--- src/rtl/uart_periph.sv ---
// Memory-mapped 8N1 UART: four 32-bit registers, one-byte TX holding register
// in front of the shifter, RX FIFO and a registered level interrupt.
module uart_periph #(
  parameter logic [15:0] DEFAULT_DIV  = 16'd103,
  parameter int          RX_FIFO_BITS = 3
) (
  input  logic        clk,
  input  logic        nreset,
  input  logic        sel,
  input  logic [1:0]  addr,
  input  logic [3:0]  wstrb,
  input  logic [31:0] wdata,
  output logic [31:0] rdata,
  output logic        ready,
  input  logic        rx,
  output logic        tx,
  output logic        irq
);

  localparam int                    DEPTH       = 1 << RX_FIFO_BITS;
  localparam logic [RX_FIFO_BITS:0] LP_FULL     = (RX_FIFO_BITS+1)'(DEPTH);
  localparam logic [RX_FIFO_BITS:0] LP_CNT_ONE  = (RX_FIFO_BITS+1)'(1);
  localparam logic [RX_FIFO_BITS-1:0] LP_PTR_ONE = (RX_FIFO_BITS)'(1);

  typedef enum logic [1:0] {TX_IDLE, TX_START, TX_DATA, TX_STOP} tx_state_t;
  typedef enum logic [2:0] {RX_IDLE, RX_START, RX_DATA, RX_STOP, RX_WAIT} rx_state_t;

  // bus and register file
  logic        r_ready;
  logic [31:0] r_rdata;
  logic        r_irq;
  logic [15:0] r_div;
  logic [1:0]  r_ctrl;
  logic        r_ovr;
  logic        r_ferr;
  logic        r_hold_full;
  logic [7:0]  r_hold;

  // TX path
  tx_state_t   r_tx_state, w_tx_state_nxt;
  logic [15:0] r_tx_cnt, w_tx_cnt_nxt;
  logic [15:0] r_tx_div, w_tx_div_nxt;
  logic [7:0]  r_tx_sh, w_tx_sh_nxt;
  logic [2:0]  r_tx_bit, w_tx_bit_nxt;
  logic        r_tx, w_tx_nxt;
  logic        w_tx_take;

  // RX path
  logic        r_rx_s1, r_rx_s2, r_rx_prev;
  rx_state_t   r_rx_state, w_rx_state_nxt;
  logic [15:0] r_rx_cnt, w_rx_cnt_nxt;
  logic [15:0] r_rx_div, w_rx_div_nxt;
  logic [7:0]  r_rx_sh, w_rx_sh_nxt;
  logic [2:0]  r_rx_bit, w_rx_bit_nxt;
  logic        w_rx_push, w_rx_ferr_set;
  logic        r_push;
  logic [7:0]  r_push_data;
  logic [16:0] w_rx_half17;
  logic [15:0] w_rx_half;
  logic        w_rx_src;

  // RX FIFO
  logic [7:0]              r_mem [DEPTH];
  logic [RX_FIFO_BITS-1:0] r_wptr, r_rptr;
  logic [RX_FIFO_BITS:0]   r_count;
  logic                    w_fifo_ne, w_fifo_full, w_pop, w_push_ok, w_ovr_set;

  logic        w_acc, w_rd, w_wr, w_hold_load, w_tx_idle;
  logic [31:0] w_rd_val;
  logic        w_unused;

  assign w_unused = ^{wdata[31:16], wstrb[3:2]};

  assign w_acc       = sel & ~r_ready;
  assign w_rd        = w_acc & (wstrb == 4'h0);
  assign w_wr        = w_acc & (wstrb != 4'h0);
  assign w_hold_load = w_wr & (addr == 2'd0) & wstrb[0] & ~r_hold_full;
  assign w_tx_idle   = ~r_hold_full & (r_tx_state == TX_IDLE);

  assign w_fifo_ne   = (r_count != '0);
  assign w_fifo_full = (r_count == LP_FULL);
  assign w_pop       = w_rd & (addr == 2'd0) & w_fifo_ne;
  // a pop in the same cycle frees the slot, so a push to a full FIFO still lands
  assign w_push_ok   = r_push & (~w_fifo_full | w_pop);
  assign w_ovr_set   = r_push & w_fifo_full & ~w_pop;

  assign rdata = r_rdata;
  assign ready = r_ready;
  assign irq   = r_irq;
  assign tx    = r_tx | r_ctrl[1];

  always_comb begin
    w_rd_val = 32'h0;
    case (addr)
      2'd0: w_rd_val = w_fifo_ne ? {24'h0, r_mem[r_rptr]} : 32'h0;
      2'd1: w_rd_val = {27'h0, r_ferr, r_ovr, w_tx_idle, ~r_hold_full, w_fifo_ne};
      2'd2: w_rd_val = {16'h0, r_div};
      default: w_rd_val = {30'h0, r_ctrl};
    endcase
  end

  always_ff @(posedge clk or negedge nreset) begin
    if (!nreset) begin
      r_ready     <= 1'b0;
      r_rdata     <= 32'h0;
      r_irq       <= 1'b0;
      r_div       <= DEFAULT_DIV;
      r_ctrl      <= 2'b00;
      r_ovr       <= 1'b0;
      r_ferr      <= 1'b0;
      r_hold_full <= 1'b0;
      r_hold      <= 8'h0;
    end else begin
      r_ready <= w_acc;
      r_irq   <= r_ctrl[0] & w_fifo_ne;
      if (w_acc) r_rdata <= w_rd ? w_rd_val : 32'h0;
      if (w_wr && addr == 2'd2) begin
        if (wstrb[0]) r_div[7:0]  <= wdata[7:0];
        if (wstrb[1]) r_div[15:8] <= wdata[15:8];
      end
      if (w_wr && addr == 2'd3 && wstrb[0]) r_ctrl <= wdata[1:0];
      if (w_ovr_set) r_ovr <= 1'b1;
      else if (w_wr && addr == 2'd1 && wstrb[0] && wdata[3]) r_ovr <= 1'b0;
      if (w_rx_ferr_set) r_ferr <= 1'b1;
      else if (w_wr && addr == 2'd1 && wstrb[0] && wdata[4]) r_ferr <= 1'b0;
      if (w_tx_take) r_hold_full <= 1'b0;
      else if (w_hold_load) begin
        r_hold_full <= 1'b1;
        r_hold      <= wdata[7:0];
      end
    end
  end

  // TX: the divisor is latched at frame start so DIVISOR writes never split a frame
  always_comb begin
    w_tx_state_nxt = r_tx_state;
    w_tx_cnt_nxt   = r_tx_cnt - 16'd1;
    w_tx_div_nxt   = r_tx_div;
    w_tx_sh_nxt    = r_tx_sh;
    w_tx_bit_nxt   = r_tx_bit;
    w_tx_nxt       = r_tx;
    w_tx_take      = 1'b0;
    case (r_tx_state)
      TX_IDLE: begin
        w_tx_nxt     = 1'b1;
        w_tx_cnt_nxt = r_tx_cnt;
        if (r_hold_full) begin
          w_tx_take      = 1'b1;
          w_tx_sh_nxt    = r_hold;
          w_tx_div_nxt   = r_div;
          w_tx_cnt_nxt   = r_div;
          w_tx_nxt       = 1'b0;
          w_tx_state_nxt = TX_START;
        end
      end
      TX_START: begin
        if (r_tx_cnt == 16'd0) begin
          w_tx_state_nxt = TX_DATA;
          w_tx_cnt_nxt   = r_tx_div;
          w_tx_bit_nxt   = 3'd0;
          w_tx_nxt       = r_tx_sh[0];
        end
      end
      TX_DATA: begin
        if (r_tx_cnt == 16'd0) begin
          w_tx_cnt_nxt = r_tx_div;
          if (r_tx_bit == 3'd7) begin
            w_tx_state_nxt = TX_STOP;
            w_tx_nxt       = 1'b1;
          end else begin
            w_tx_bit_nxt = r_tx_bit + 3'd1;
            w_tx_sh_nxt  = {1'b0, r_tx_sh[7:1]};
            w_tx_nxt     = r_tx_sh[1];
          end
        end
      end
      TX_STOP: begin
        if (r_tx_cnt == 16'd0) begin
          if (r_hold_full) begin
            w_tx_take      = 1'b1;
            w_tx_sh_nxt    = r_hold;
            w_tx_div_nxt   = r_div;
            w_tx_cnt_nxt   = r_div;
            w_tx_nxt       = 1'b0;
            w_tx_state_nxt = TX_START;
          end else begin
            w_tx_state_nxt = TX_IDLE;
            w_tx_nxt       = 1'b1;
          end
        end
      end
      default: w_tx_state_nxt = TX_IDLE;
    endcase
  end

  always_ff @(posedge clk or negedge nreset) begin
    if (!nreset) begin
      r_tx_state <= TX_IDLE;
      r_tx_cnt   <= 16'h0;
      r_tx_div   <= 16'h0;
      r_tx_sh    <= 8'h0;
      r_tx_bit   <= 3'd0;
      r_tx       <= 1'b1;
    end else begin
      r_tx_state <= w_tx_state_nxt;
      r_tx_cnt   <= w_tx_cnt_nxt;
      r_tx_div   <= w_tx_div_nxt;
      r_tx_sh    <= w_tx_sh_nxt;
      r_tx_bit   <= w_tx_bit_nxt;
      r_tx       <= w_tx_nxt;
    end
  end

  assign w_rx_src    = r_ctrl[1] ? r_tx : rx;
  assign w_rx_half17 = {1'b0, r_div} + 17'd1;
  assign w_rx_half   = w_rx_half17[16:1] - 16'd1;

  always_comb begin
    w_rx_state_nxt = r_rx_state;
    w_rx_cnt_nxt   = r_rx_cnt - 16'd1;
    w_rx_div_nxt   = r_rx_div;
    w_rx_sh_nxt    = r_rx_sh;
    w_rx_bit_nxt   = r_rx_bit;
    w_rx_push      = 1'b0;
    w_rx_ferr_set  = 1'b0;
    case (r_rx_state)
      RX_IDLE: begin
        w_rx_cnt_nxt = r_rx_cnt;
        if (r_rx_prev && !r_rx_s2) begin
          w_rx_state_nxt = RX_START;
          w_rx_cnt_nxt   = w_rx_half;
          w_rx_div_nxt   = r_div;
        end
      end
      RX_START: begin
        if (r_rx_cnt == 16'd0) begin
          w_rx_cnt_nxt = r_rx_div;
          w_rx_bit_nxt = 3'd0;
          w_rx_state_nxt = r_rx_s2 ? RX_IDLE : RX_DATA;
        end
      end
      RX_DATA: begin
        if (r_rx_cnt == 16'd0) begin
          w_rx_cnt_nxt = r_rx_div;
          w_rx_sh_nxt  = {r_rx_s2, r_rx_sh[7:1]};
          if (r_rx_bit == 3'd7) w_rx_state_nxt = RX_STOP;
          else w_rx_bit_nxt = r_rx_bit + 3'd1;
        end
      end
      RX_STOP: begin
        if (r_rx_cnt == 16'd0) begin
          if (r_rx_s2) begin
            w_rx_push      = 1'b1;
            w_rx_state_nxt = RX_IDLE;
          end else begin
            w_rx_ferr_set  = 1'b1;
            w_rx_state_nxt = RX_WAIT;
          end
        end
      end
      RX_WAIT: begin
        w_rx_cnt_nxt = r_rx_cnt;
        if (r_rx_s2) w_rx_state_nxt = RX_IDLE;
      end
      default: w_rx_state_nxt = RX_IDLE;
    endcase
  end

  always_ff @(posedge clk or negedge nreset) begin
    if (!nreset) begin
      r_rx_s1     <= 1'b1;
      r_rx_s2     <= 1'b1;
      r_rx_prev   <= 1'b1;
      r_rx_state  <= RX_IDLE;
      r_rx_cnt    <= 16'h0;
      r_rx_div    <= 16'h0;
      r_rx_sh     <= 8'h0;
      r_rx_bit    <= 3'd0;
      r_push      <= 1'b0;
      r_push_data <= 8'h0;
    end else begin
      r_rx_s1    <= w_rx_src;
      r_rx_s2    <= r_rx_s1;
      r_rx_prev  <= r_rx_s2;
      r_rx_state <= w_rx_state_nxt;
      r_rx_cnt   <= w_rx_cnt_nxt;
      r_rx_div   <= w_rx_div_nxt;
      r_rx_sh    <= w_rx_sh_nxt;
      r_rx_bit   <= w_rx_bit_nxt;
      r_push     <= w_rx_push;
      if (w_rx_push) r_push_data <= r_rx_sh;
    end
  end

  always_ff @(posedge clk) begin
    if (w_push_ok) r_mem[r_wptr] <= r_push_data;
  end

  always_ff @(posedge clk or negedge nreset) begin
    if (!nreset) begin
      r_wptr  <= '0;
      r_rptr  <= '0;
      r_count <= '0;
    end else begin
      if (w_push_ok) r_wptr <= r_wptr + LP_PTR_ONE;
      if (w_pop) r_rptr <= r_rptr + LP_PTR_ONE;
      if (w_push_ok && !w_pop) r_count <= r_count + LP_CNT_ONE;
      else if (!w_push_ok && w_pop) r_count <= r_count - LP_CNT_ONE;
    end
  end

endmodule

--- config.mk ---
export PLATFORM = sky130hd
export DESIGN_NAME = uart_periph
export DESIGN_NICKNAME = d
export VERILOG_FILES = /design/src/rtl/uart_periph.sv
export SDC_FILE = /design/constraint.sdc
export NUM_CORES = 1
export LEC_CHECK = 0
export BUFFER_PORTS_ARGS = -buffer_cell sky130_fd_sc_hd__buf_2
export CAP_MARGIN = 40
export CORE_AREA = 2 2 235 168
export CTS_CLUSTER_SIZE = 12
export DETAILED_ROUTE_END_ITERATION = 8
export DIE_AREA = 0 0 237 170
export GPL_ROUTABILITY_DRIVEN = 1
export PLACE_DENSITY = 0.52
export SKIP_CTS_REPAIR_TIMING = 1
export SYNTH_ARGS = -nofsm -noshare
export SYNTH_HDL_FRONTEND = slang
export SYNTH_SLANG_ARGS = --single-unit
--- constraint.sdc ---
create_clock -name clk -period 5.58 [get_ports clk]
set_input_delay 1.116 -clock clk [delete_from_list [all_inputs] [get_ports clk]]
set_output_delay 1.116 -clock clk [all_outputs]
set_load 0.1 [all_outputs]
After elaboration in Yosys (flattened, before gate mapping)
Memory sizes are Yosys's and may differ from the RTL's.
Index checks and enable logic that the tools add are counted.
W data, S select, Z words.

word-level totals
  input port bits = 42
  logic and storage cells = 200
  bits in writable memories = 64
  register bits after elaboration = 177
  memories = 1

memory list
  memory  depth  width  rd ports  clocked after memory_dff  write ports  line  source
  r_mem   8      8      1         0                         1            63    logic [7:0] r_mem [DEPTH];

operators by class
  reduce and logical (&&, ||, !) cells = 44
  multiplexer cells = 69
  add/sub/neg operators = 10
  bitwise operators = 21
  equal/unequal tests = 26

operators by type and width
  kind                     count
  $pmux W16 S3             3
  $mux W16                 8
  $sub A16 B1 Y16 const B  3
  $mux W8                  5
  $mux W3                  13
  $logic_not A16 Y1        2
  $mux W32                 1
  $pmux W16 S2             1
  $ne A2 B2 Y1 const B     13
  $pmux W8 S3              1
  $mux W1                  23
  $add A16 B1 Y17 const B  1
  $pmux W3 S5              1
  $reduce_and A2 Y1        7
  $reduce_bool A2 Y1       7
  $and A1 B1 Y1            13
  $add A3 B1 Y3 const B    4
  $mux W2                  6
  $pmux W3 S2              2
  $reduce_and A4 Y1        3
  $logic_and A1 B1 Y1      10
  $eq A3 B3 Y1 const B     3
  $eq A2 B2 Y1 const B     4
  $mux W4                  2
  other kinds (21)         34

Longest topological paths before layout
Gate-level depths: netlist of run 1.

  depth in word-level cells = 11
  depth in mapped cells = 16
  gate-level depth less buffers = 14

Worst setup path before layout of run 1
OpenSTA, ideal clock, no wires.

  kind = input-to-reg
  from = input port wstrb[1]
  to = register r_count[3]
  setup time = 125 ps
  path slack = 1977 ps
  cell stages on the path = 14
  arrival = 3478 ps
  data required time = 5455 ps
  cell sequence = nor4_1 -> nand2_1 -> o311a_1 -> nand2b_1 -> clkbuf_1 -> inv_2 -> ha_1 -> inv_1 -> ha_1 -> a21o_1 -> a21oi_1 -> xnor2_1 -> nor2_1 -> xor2_1

on the way
  longest elaborated chain between the ends = 9

ends and longest elaborated chain
  what                           line  source
  start, declared                11    input logic [3:0] wstrb,
  $logic_not A4 Y1 *             75    assign w_rd = w_acc & (wstrb == 4'h0);
  $and A1 B1 Y1 *                75
  $and A1 B1 Y1 * (2 in series)  82    assign w_pop = w_rd & (addr == 2'd0) & w_fifo_ne;
  $or A1 B1 Y1 *                 84    assign w_push_ok = r_push & (~w_fifo_full | w_pop);
  $and A1 B1 Y1 *                84
  via w_push_ok                  66    logic w_fifo_ne, w_fifo_full, w_pop, w_push_ok, w_ovr_set;
  $logic_not A1 Y1               308   else if (!w_push_ok && w_pop) r_count <= r_count - LP_CNT_ONE;
  $logic_and A1 B1 Y1            308
  $reduce_bool A2 Y1 (no line)   --
  end signal, assigned           307   if (w_push_ok && !w_pop) r_count <= r_count + LP_CNT_ONE;
  end signal, assigned           308
  end, declared                  65    logic [RX_FIFO_BITS:0] r_count;

Mark *: on every way through the listed nets, which the timed path passes. The rest lies on a longest branch.
A chain may end at the register's enable or synchronous reset.

Final worst setup path of run 1
  from = input port wstrb[0]
  to = register r_count[3]

The elaborated chain is that of the path after synthesis.

==> report_table.html, run 1 <==
<table>
<tr><th>Metric</th><th>Value</th></tr>
<tr><th colspan="2">Die</th></tr>
<tr><td>Initial core utilization</td><td>30.8%</td></tr>
<tr><td>Area of the die</td><td>40,300 um2</td></tr>
<tr><td>Row count</td><td>60</td></tr>
<tr><td>Horizontal die dimension</td><td>237 um</td></tr>
<tr><td>Count of pins on the block boundary</td><td>77</td></tr>
<tr><td>Placeable core region</td><td>37,900 um2</td></tr>
<tr><td>Die Ht</td><td>170 um</td></tr>
<tr><th colspan="2">STA</th></tr>
<tr><td>Post-route fraction of the period consumed by the critical path</td><td>73.3%</td></tr>
<tr><td>Final setup violation count</td><td>0</td></tr>
<tr><td>Sum of negative setup slack</td><td>0 ns</td></tr>
<tr><td>Setup repair after global routing missed its margin</td><td>false</td></tr>
<tr><td>Maximum frequency from static timing analysis</td><td>244 MHz</td></tr>
<tr><td>Final worst path period need</td><td>4.09 ns</td></tr>
<tr><td>Setup Skew</td><td>0.0363 ns</td></tr>
<tr><td>Worst slew margin</td><td>43.0%</td></tr>
<tr><td>Worst-margin pin slew</td><td>0.847 ns</td></tr>
<tr><td>Number of hold violations in the final report</td><td>0</td></tr>
<tr><td>Max-slew violations</td><td>0</td></tr>
<tr><td>Worst hold slack</td><td>0.362 ns</td></tr>
<tr><th colspan="2">Setup path</th></tr>
<tr><td>Crit end category</td><td>flop</td></tr>
<tr><td>Worst reg2reg endpoint</td><td>r_count[3]$_DFFE_PN0P_</td></tr>
<tr><td>Kind of critical path</td><td>primary input to flop</td></tr>
<tr><td>Slack of the worst reg-to-reg path</td><td>2.18 ns</td></tr>
<tr><td>Critical path startpoint</td><td>wstrb[0]</td></tr>
<tr><td>Termination of the worst setup path</td><td>r_count[3]$_DFFE_PN0P_</td></tr>
<tr><td>Crit-path max FO</td><td>8</td></tr>
<tr><td>Data arrival, critical path</td><td>4.53 ns</td></tr>
<tr><td>Critical path startpoint category</td><td>primary input</td></tr>
<tr><td>Path depth of the worst reg2reg path</td><td>15</td></tr>
<tr><td>Reg-to-reg startpoint</td><td>ready$_DFF_PN0_</td></tr>
<tr><td>Endpoint required time on the critical path</td><td>6.02 ns</td></tr>
<tr><th colspan="2">Logic synthesis</th></tr>
<tr><td>Leading cell types by total area after synthesis</td><td>sky130_fd_sc_hd__dfrtp_1 (33%), sky130_fd_sc_hd__edfxtp_1 (16%), sky130_fd_sc_hd__mux2_2 (7.0%)</td></tr>
<tr><td>Number of distinct library cells after synthesis</td><td>76</td></tr>
<tr><td>Leading area contributor after synthesis</td><td>sky130_fd_sc_hd__dfrtp_1</td></tr>
<tr><td>Share of Yosys cell area claimed by the top area cell type</td><td>32.6%</td></tr>
<tr><td>Summed instance area of the synthesized netlist</td><td>11,700 um2</td></tr>
<tr><td>Cell count after synthesis</td><td>1,051</td></tr>
<tr><td>Mean cell area of the mapped netlist</td><td>11.1 um2</td></tr>
<tr><td>Synth warnings</td><td>0</td></tr>
<tr><td>Post-synthesis sequential element count</td><td>225</td></tr>
<tr><td>Top_reg_cell synth</td><td>sky130_fd_sc_hd__dfrtp_1</td></tr>
<tr><td>Part of the Yosys area used for sequential elements</td><td>51.1%</td></tr>
<tr><td>Number of enable flip-flop cells after synthesis</td><td>64</td></tr>
<tr><td>Fraction of registers with async set or reset after synthesis</td><td>71.6%</td></tr>
<tr><th colspan="2">Power</th></tr>
<tr><td>Clk pwr share</td><td>28.8%</td></tr>
<tr><td>Ratio of total power to cell area</td><td>466 nW/um2</td></tr>
<tr><td>Logic gate share of total power</td><td>30.8%</td></tr>
<tr><td>Cell-internal power</td><td>3.94 mW</td></tr>
<tr><td>Largest voltage drop on the vdd net</td><td>0.000240 V</td></tr>
<tr><td>Switching part of the total power</td><td>36.0%</td></tr>
<tr><td>Leakage power</td><td>5.32 nW</td></tr>
<tr><td>Net switching power figure</td><td>2.22 mW</td></tr>
<tr><td>Fraction of power consumed by sequential logic</td><td>40.4%</td></tr>
<tr><th colspan="2">Route</th></tr>
<tr><td>Wire length after detailed routing</td><td>29.2 mm</td></tr>
<tr><td>Count of vias placed by the detailed router</td><td>8,046</td></tr>
<tr><td>DR DRC count</td><td>0</td></tr>
<tr><td>Post-detailed-route via-to-cell ratio</td><td>5.07</td></tr>
<tr><td>DRT Pass-1 Iters</td><td>5</td></tr>
<tr><td>Routed WL per cell</td><td>18.4 um</td></tr>
<tr><td>Detail Route Antenna Nets</td><td>0</td></tr>
<tr><td>Drt initial violations</td><td>683</td></tr>
<tr><th colspan="2">Global routing</th></tr>
<tr><td>Initial antenna violation count</td><td>1</td></tr>
<tr><td>First-pass GRT wire length</td><td>46.2 mm</td></tr>
<tr><td>Largest net degree at the start of global routing</td><td>87</td></tr>
<tr><td>Tot GR Track Use</td><td>14.5%</td></tr>
<tr><td>Overflow after GRT</td><td>0</td></tr>
<tr><td>Via count of the first global-routing pass</td><td>7,709</td></tr>
<tr><th colspan="2">Min path</th></tr>
<tr><td>Kind of path behind the tightest hold check</td><td>flop to flop</td></tr>
<tr><td>WHS Path Cells</td><td>0</td></tr>
<tr><td>Worst Min Path Start</td><td>r_rx_s1$_DFF_PN1_</td></tr>
<tr><th colspan="2">Run status</th></tr>
<tr><td>Result of the run</td><td>finished clean</td></tr>
<tr><th colspan="2">CTS</th></tr>
<tr><td>Clock buffers created by TritonCTS</td><td>26</td></tr>
<tr><td>Clock latency reported for the late side of the worst-skew pair</td><td>0.55 ns</td></tr>
<tr><td>Buffer cell driving the clock tree root</td><td>sky130_fd_sc_hd__clkbuf_16</td></tr>
<tr><td>Number of buffers on the longest clock path</td><td>3</td></tr>
<tr><td>Clock input transition at the sequential cells of the worst setup and hold paths</td><td>0.06 ns</td></tr>
<tr><td>Clock sink count</td><td>225</td></tr>
<tr><td>Clock tree from TritonCTS</td><td>built</td></tr>
<tr><td>CTS H-tree depth</td><td>1</td></tr>
<tr><th colspan="2">Finish</th></tr>
<tr><td>Count of inserted antenna diode cells</td><td>0</td></tr>
<tr><td>Utilization after layout</td><td>34.9%</td></tr>
<tr><td>Net count, final</td><td>1,133</td></tr>
<tr><td>Top library cells by usage in the layout, fill and taps aside</td><td>sky130_fd_sc_hd__dfrtp_1 (152), sky130_fd_sc_hd__nand2_1 (82), sky130_fd_sc_hd__mux2_2 (73)</td></tr>
<tr><td>Fraction of final layout cells with drive strength greater than 1</td><td>20.9%</td></tr>
<tr><td>Most common cell after layout, fill and taps aside</td><td>sky130_fd_sc_hd__dfrtp_1</td></tr>
<tr><td>Area added between synthesis and finish</td><td>13.5%</td></tr>
<tr><th colspan="2">Placement</th></tr>
<tr><td>Number of buffers added on ports</td><td>44</td></tr>
<tr><td>Final HPWL DP</td><td>20.2 mm</td></tr>
<tr><td>GPL Wtd Cong</td><td>0.850</td></tr>
<tr><th colspan="2">Flow run</th></tr>
<tr><td>MaxCap Viol Count</td><td>0</td></tr>
</table>
how the worst min path moves through the flow:
stage,end
finish,r_rx_s2$_DFF_PN1_
global route,r_rx_s2$_DFF_PN1_
global placement,r_rx_s2$_DFF_PN1_
floorplan,r_rx_s2$_DFF_PN1_
CTS,r_rx_s2$_DFF_PN1_
detailed placement,r_rx_s2$_DFF_PN1_
metrics by stage:
step	setup slack (ns)	area (um2)	power, mW	std cells
floorplan	1.98	11700	3.85	1066
global placement	1.02	12300	4.31	1532
detailed placement	0.948	12300	4.40	1538
CTS	1.53	13200	6.21	1586
global route	1.29	13200	6.56	1587
finish	1.49	13200	6.16	1587
flip-flops by register name, indices dropped and copies added (netlist names), 3 cells and up:
signal and flops:
r_rx_sh 8, r_rptr 3, rdata 16, r_tx_bit 3
r_count 4, r_rx_cnt 16, r_hold 8, r_rx_bit 3
r_tx_cnt 16, r_wptr 3, r_push_data 8, r_tx_sh 8
r_rx_div 16, r_rx_state 3, r_div 16, r_tx_div 16
r_mem 64
cell families (layout without fill, tap and decap cells):
group	count (synthesis)	in the layout	synth area share, %
XOR/XNOR	46	46	3.45
AND/OR/NAND/NOR	301	301	13.5
AO/OA/AOI/OAI	229	229	12.2
buffers and inverters	105	130	4.20
other	1	16	0.0321
multiplexers	124	124	13.3
adder cells (fa/ha/maj)	20	20	2.21
flip-flops	225	225	51.1
synthesized netlist by cell type (all sizes together), types with 6 or more instances:
| library cell | count |
|---|---|
| o31ai | 7 |
| nor2 | 73 |
| inv | 20 |
| nand2 | 85 |
| nor4 | 15 |
| nand2b | 8 |
| mux2 | 79 |
| nand4 | 15 |
| dfrtp | 152 |
| xor2 | 14 |
| buf | 38 |
| a211oi | 9 |
| dfstp | 9 |
| nand3 | 31 |
| nor3 | 24 |
| o21ai | 75 |
| a22o | 18 |
| ha | 19 |
| a21o | 6 |
| or3 | 7 |
| a31oi | 6 |
| mux2i | 28 |
| edfxtp | 64 |
| clkbuf | 47 |
| a21oi | 67 |
| and2 | 12 |
| a221oi | 7 |
| o211ai | 7 |
| mux4 | 17 |
| xnor2 | 32 |
worst max-delay path, cell delays in order:
cell and delay, ns:
sky130_fd_sc_hd__buf_2 0.17, sky130_fd_sc_hd__nor4_1 0.75, sky130_fd_sc_hd__nand2_1 0.40, sky130_fd_sc_hd__o311a_1 0.41, sky130_fd_sc_hd__nand2b_1 0.28, sky130_fd_sc_hd__inv_2 0.15, sky130_fd_sc_hd__ha_1 0.19, sky130_fd_sc_hd__inv_1 0.09
sky130_fd_sc_hd__ha_1 0.28, sky130_fd_sc_hd__a21o_1 0.17, sky130_fd_sc_hd__a21oi_1 0.18, sky130_fd_sc_hd__xnor2_1 0.14, sky130_fd_sc_hd__nor2_1 0.07, sky130_fd_sc_hd__xor2_1 0.14
final cells by class:
cell class / count / area, um2
multi-input cells: 736 / 5270
clock inverters: 10 / 140
repair buffers: 62 / 412
flip-flops and latches: 225 / 5960
clock buffers: 38 / 757
inverters: 20 / 75.1
well taps: 496 / 621
fillers: 3738 / 24700
layer usage:
layer	wire length (um)	vias up	track usage (%)
met2	11500	177	19.5
met5	13	-	0
met4	407	2	2.53
met3	1400	31	2.56
met1	15900	3978	23.8
li1	-	3858	-
power groups by stage:
stage | clock network (mW) | registers, mW | logic (mW)
6_report | 1.78 | 2.49 | 1.90
5_1_grt | 1.89 | 2.55 | 2.12
4_1_cts | 1.83 | 2.48 | 1.90
3_5_place_dp | 0 | 2.51 | 1.89
3_3_place_gp | 0 | 2.51 | 1.80
2_1_floorplan | 0 | 2.34 | 1.52
No activity file was read; power rests on OpenSTA's default activity.
==> run 2: changes to the inputs <==
--- a/config.mk
+++ b/config.mk
@@ -12,7 +12,7 @@
 export DETAILED_ROUTE_END_ITERATION = 8
 export DIE_AREA = 0 0 237 170
 export GPL_ROUTABILITY_DRIVEN = 1
-export PLACE_DENSITY = 0.52
+export PLACE_DENSITY = 0.54
 export SKIP_CTS_REPAIR_TIMING = 1
 export SYNTH_ARGS = -nofsm -noshare
 export SYNTH_HDL_FRONTEND = slang
==> constraint.sdc (replaced) <==
create_clock -name clk -period 3.7 [get_ports clk]
set_input_delay 0.74 -clock clk [delete_from_list [all_inputs] [get_ports clk]]
set_output_delay 0.74 -clock clk [all_outputs]
set_load 0.1 [all_outputs]
==> run 2 against run 1 <==
Compared with the run above:
- hold slack worse by 0.066 ns
- critical path depth fell by 7
- sequential cell count is the same
- clock power up 30%
- clock skew fell by 0.012 ns
- final cell count up 1.1%
- sequential power is 49% higher
- power increased by 45%
- first-iteration DRC count is 5.6% lower
- setup slack got worse by 0.86 ns
- largest power group unchanged
==> report_table.html, run 2 (same netlist as run 1, synthesis figures left out) <==
<table>
<tr><th>Metric</th><th>Value</th></tr>
<tr><th colspan="2">Run status</th></tr>
<tr><td>Result of the run</td><td>finished clean</td></tr>
<tr><th colspan="2">Finish</th></tr>
<tr><td>Most common cell after layout, fill and taps aside</td><td>sky130_fd_sc_hd__dfrtp_1</td></tr>
<tr><td>Top library cells by usage in the layout, fill and taps aside</td><td>sky130_fd_sc_hd__dfrtp_1 (152), sky130_fd_sc_hd__nand2_1 (82), sky130_fd_sc_hd__mux2_2 (73)</td></tr>
<tr><td>Net count, final</td><td>1,151 (+1.6%)</td></tr>
<tr><td>Largest register by flop count</td><td>r_mem</td></tr>
<tr><td>Utilization after layout</td><td>34.8% (-0.083 points)</td></tr>
<tr><td>Layout Cells excl Fill</td><td>1,604 (+1.1%)</td></tr>
<tr><td>Count of inserted antenna diode cells</td><td>0 (unchanged)</td></tr>
<tr><td>Fraction of final layout cells with drive strength greater than 1</td><td>21.8% (+0.94 points)</td></tr>
<tr><td>Flip-flop count of the largest register after layout</td><td>64 (unchanged)</td></tr>
<tr><td>Area added between synthesis and finish</td><td>13.2%</td></tr>
<tr><th colspan="2">Placement</th></tr>
<tr><td>GPL Wtd Cong</td><td>0.853 (+0.26%)</td></tr>
<tr><td>Post-placement cell count</td><td>1,558 (+1.3%)</td></tr>
<tr><td>Post-Place Worst Slack</td><td>0.249 ns (-0.699 ns)</td></tr>
<tr><td>Number of buffers added on ports</td><td>44 (unchanged)</td></tr>
<tr><td>Final HPWL DP</td><td>19.9 mm (-1.2%)</td></tr>
<tr><th colspan="2">CTS</th></tr>
<tr><td>Number of buffers on the longest clock path</td><td>3 (unchanged)</td></tr>
<tr><td>CTS H-tree depth</td><td>1 (unchanged)</td></tr>
<tr><td>Clock buffers created by TritonCTS</td><td>25 (-3.8%)</td></tr>
<tr><td>Clock latency reported for the late side of the worst-skew pair</td><td>0.53 ns (-0.02 ns)</td></tr>
<tr><td>Buffer cell driving the clock tree root</td><td>sky130_fd_sc_hd__clkbuf_16</td></tr>
<tr><td>Clock tree from TritonCTS</td><td>built</td></tr>
<tr><td>Clock sink count</td><td>225 (unchanged)</td></tr>
<tr><td>Clock input transition at the sequential cells of the worst setup and hold paths</td><td>0.06 ns (about the same)</td></tr>
<tr><th colspan="2">Die</th></tr>
<tr><td>Row count</td><td>60 (unchanged)</td></tr>
<tr><td>Area of the die</td><td>40,300 um2 (unchanged)</td></tr>
<tr><td>Horizontal die dimension</td><td>237 um (unchanged)</td></tr>
<tr><td>Count of pins on the block boundary</td><td>77 (unchanged)</td></tr>
<tr><td>Initial core utilization</td><td>30.8% (unchanged)</td></tr>
<tr><td>Die Ht</td><td>170 um (unchanged)</td></tr>
<tr><td>Placeable core region</td><td>37,900 um2 (unchanged)</td></tr>
<tr><th colspan="2">STA</th></tr>
<tr><td>Final worst path period need</td><td>3.07 ns</td></tr>
<tr><td>Final setup violation count</td><td>0 (unchanged)</td></tr>
<tr><td>Setup repair after global routing missed its margin</td><td>false</td></tr>
<tr><td>Setup Skew</td><td>0.0245 ns (-0.0118 ns)</td></tr>
<tr><td>Number of hold violations in the final report</td><td>0 (unchanged)</td></tr>
<tr><td>Worst slew margin</td><td>45.4% (+2.4 points)</td></tr>
<tr><td>Worst-margin pin slew</td><td>0.819 ns (-0.0276 ns)</td></tr>
<tr><td>Maximum frequency from static timing analysis</td><td>325 MHz</td></tr>
<tr><td>Post-route fraction of the period consumed by the critical path</td><td>83.1%</td></tr>
<tr><td>Worst hold slack</td><td>0.296 ns (-0.0661 ns)</td></tr>
<tr><td>Sum of negative setup slack</td><td>0 ns (unchanged)</td></tr>
<tr><td>Post-route worst setup slack</td><td>0.626 ns (-0.862 ns)</td></tr>
<tr><td>Max-slew violations</td><td>0 (unchanged)</td></tr>
<tr><th colspan="2">Setup path</th></tr>
<tr><td>Critical path startpoint</td><td>r_div[0]$_DFFE_PN1P_</td></tr>
<tr><td>Slack of the worst reg-to-reg path</td><td>0.63 ns (-1.55 ns)</td></tr>
<tr><td>Worst reg2reg endpoint</td><td>r_rx_cnt[9]$_DFFE_PN0P_</td></tr>
<tr><td>Crit end category</td><td>flop</td></tr>
<tr><td>Reg-to-reg startpoint</td><td>r_div[0]$_DFFE_PN1P_</td></tr>
<tr><td>Data arrival, critical path</td><td>3.46 ns (-1.07 ns)</td></tr>
<tr><td>Path depth of the worst reg2reg path</td><td>7 (-8)</td></tr>
<tr><td>Critical path startpoint category</td><td>flop</td></tr>
<tr><td>Kind of critical path</td><td>flop to flop</td></tr>
<tr><td>Crit-path max FO</td><td>12 (+4)</td></tr>
<tr><td>Endpoint required time on the critical path</td><td>4.08 ns (-1.94 ns)</td></tr>
<tr><th colspan="2">Global routing</th></tr>
<tr><td>Initial antenna violation count</td><td>0 (-1)</td></tr>
<tr><td>Tot GR Track Use</td><td>14.4% (-0.098 points)</td></tr>
<tr><td>Largest net degree at the start of global routing</td><td>83 (-4.6%)</td></tr>
<tr><td>First-pass GRT wire length</td><td>46.1 mm (about the same)</td></tr>
<tr><td>Via count of the first global-routing pass</td><td>7,873 (+2.1%)</td></tr>
<tr><td>Overflow after GRT</td><td>0 (unchanged)</td></tr>
<tr><th colspan="2">Route</th></tr>
<tr><td>DR DRC count</td><td>0 (unchanged)</td></tr>
<tr><td>Wire length after detailed routing</td><td>28.7 mm (-1.6%)</td></tr>
<tr><td>Post-detailed-route via-to-cell ratio</td><td>5.07 (about the same)</td></tr>
<tr><td>Detail Route Antenna Nets</td><td>0 (unchanged)</td></tr>
<tr><td>Count of vias placed by the detailed router</td><td>8,134 (+1.1%)</td></tr>
<tr><td>DRT Pass-1 Iters</td><td>5 (unchanged)</td></tr>
<tr><td>Drt initial violations</td><td>645 (-5.6%)</td></tr>
<tr><td>Routed WL per cell</td><td>17.9 um (-2.6%)</td></tr>
<tr><th colspan="2">Power</th></tr>
<tr><td>Ratio of total power to cell area</td><td>675 nW/um2 (+45%)</td></tr>
<tr><td>Leakage power</td><td>5.35 nW (+0.60%)</td></tr>
<tr><td>Largest voltage drop on the vdd net</td><td>0.000367 V (+53%)</td></tr>
<tr><th colspan="2">Flow run</th></tr>
<tr><td>MaxCap Viol Count</td><td>0 (unchanged)</td></tr>
<tr><th colspan="2">Min path</th></tr>
<tr><td>Kind of path behind the tightest hold check</td><td>primary input to async pin</td></tr>
</table>
-- run 2: worst max path at each step --
stage,to
finish,r_rx_cnt[9]$_DFFE_PN0P_
global placement,r_count[3]$_DFFE_PN0P_
global route,r_rx_cnt[10]$_DFFE_PN0P_
CTS,r_rx_cnt[9]$_DFFE_PN0P_
floorplan,r_count[3]$_DFFE_PN0P_
detailed placement,r_count[3]$_DFFE_PN0P_
-- run 2: area by class of cell --
class	instances	area [um2]
fillers	3798	24700
well taps	496	621
clock buffers	41	726
inverters	20	75.1
clock inverters	5	31.3
flip-flops and latches	225	5960
repair buffers	81	520
multi-input cells	736	5270
-- run 2: stage by stage --
step                      power [mW]  instance area, um2
after floorplan                 5.81               11700
after global placement          6.55               12400
final                           8.91               13200
after CTS                       8.98               13200
after global routing            9.52               13200
after detailed placement        6.62               12500
-- run 2: metal layers --
metal / GRT usage, % / part of all wire [%] / vias up
li1: - / - / 3899
met1: 22.2 / 52 / 4022
met4: 2.67 / 1.3 / 0
met3: 2.61 / 5.3 / 33
met2: 21.1 / 42 / 180
met5: 0 / 0 / -
-- run 2: where the power goes --
part | internal [mW] | switching [mW] | leakage (nW) | total, mW
registers | 3.09 | 0.627 | 2.70 | 3.71
logic | 1.21 | 1.68 | 2.29 | 2.89
clock network | 1.34 | 0.972 | 0.367 | 2.31
-- run 2: worst max-delay path: stages (launching register included) --
cell	delay [ns]
sky130_fd_sc_hd__dfstp_2	0.68
sky130_fd_sc_hd__ha_1	0.40
sky130_fd_sc_hd__and3_1	0.43
sky130_fd_sc_hd__nand2_4	0.09
sky130_fd_sc_hd__or3_4	0.41
sky130_fd_sc_hd__a211o_1	0.39
sky130_fd_sc_hd__xnor2_1	0.35
sky130_fd_sc_hd__o221ai_1	0.18
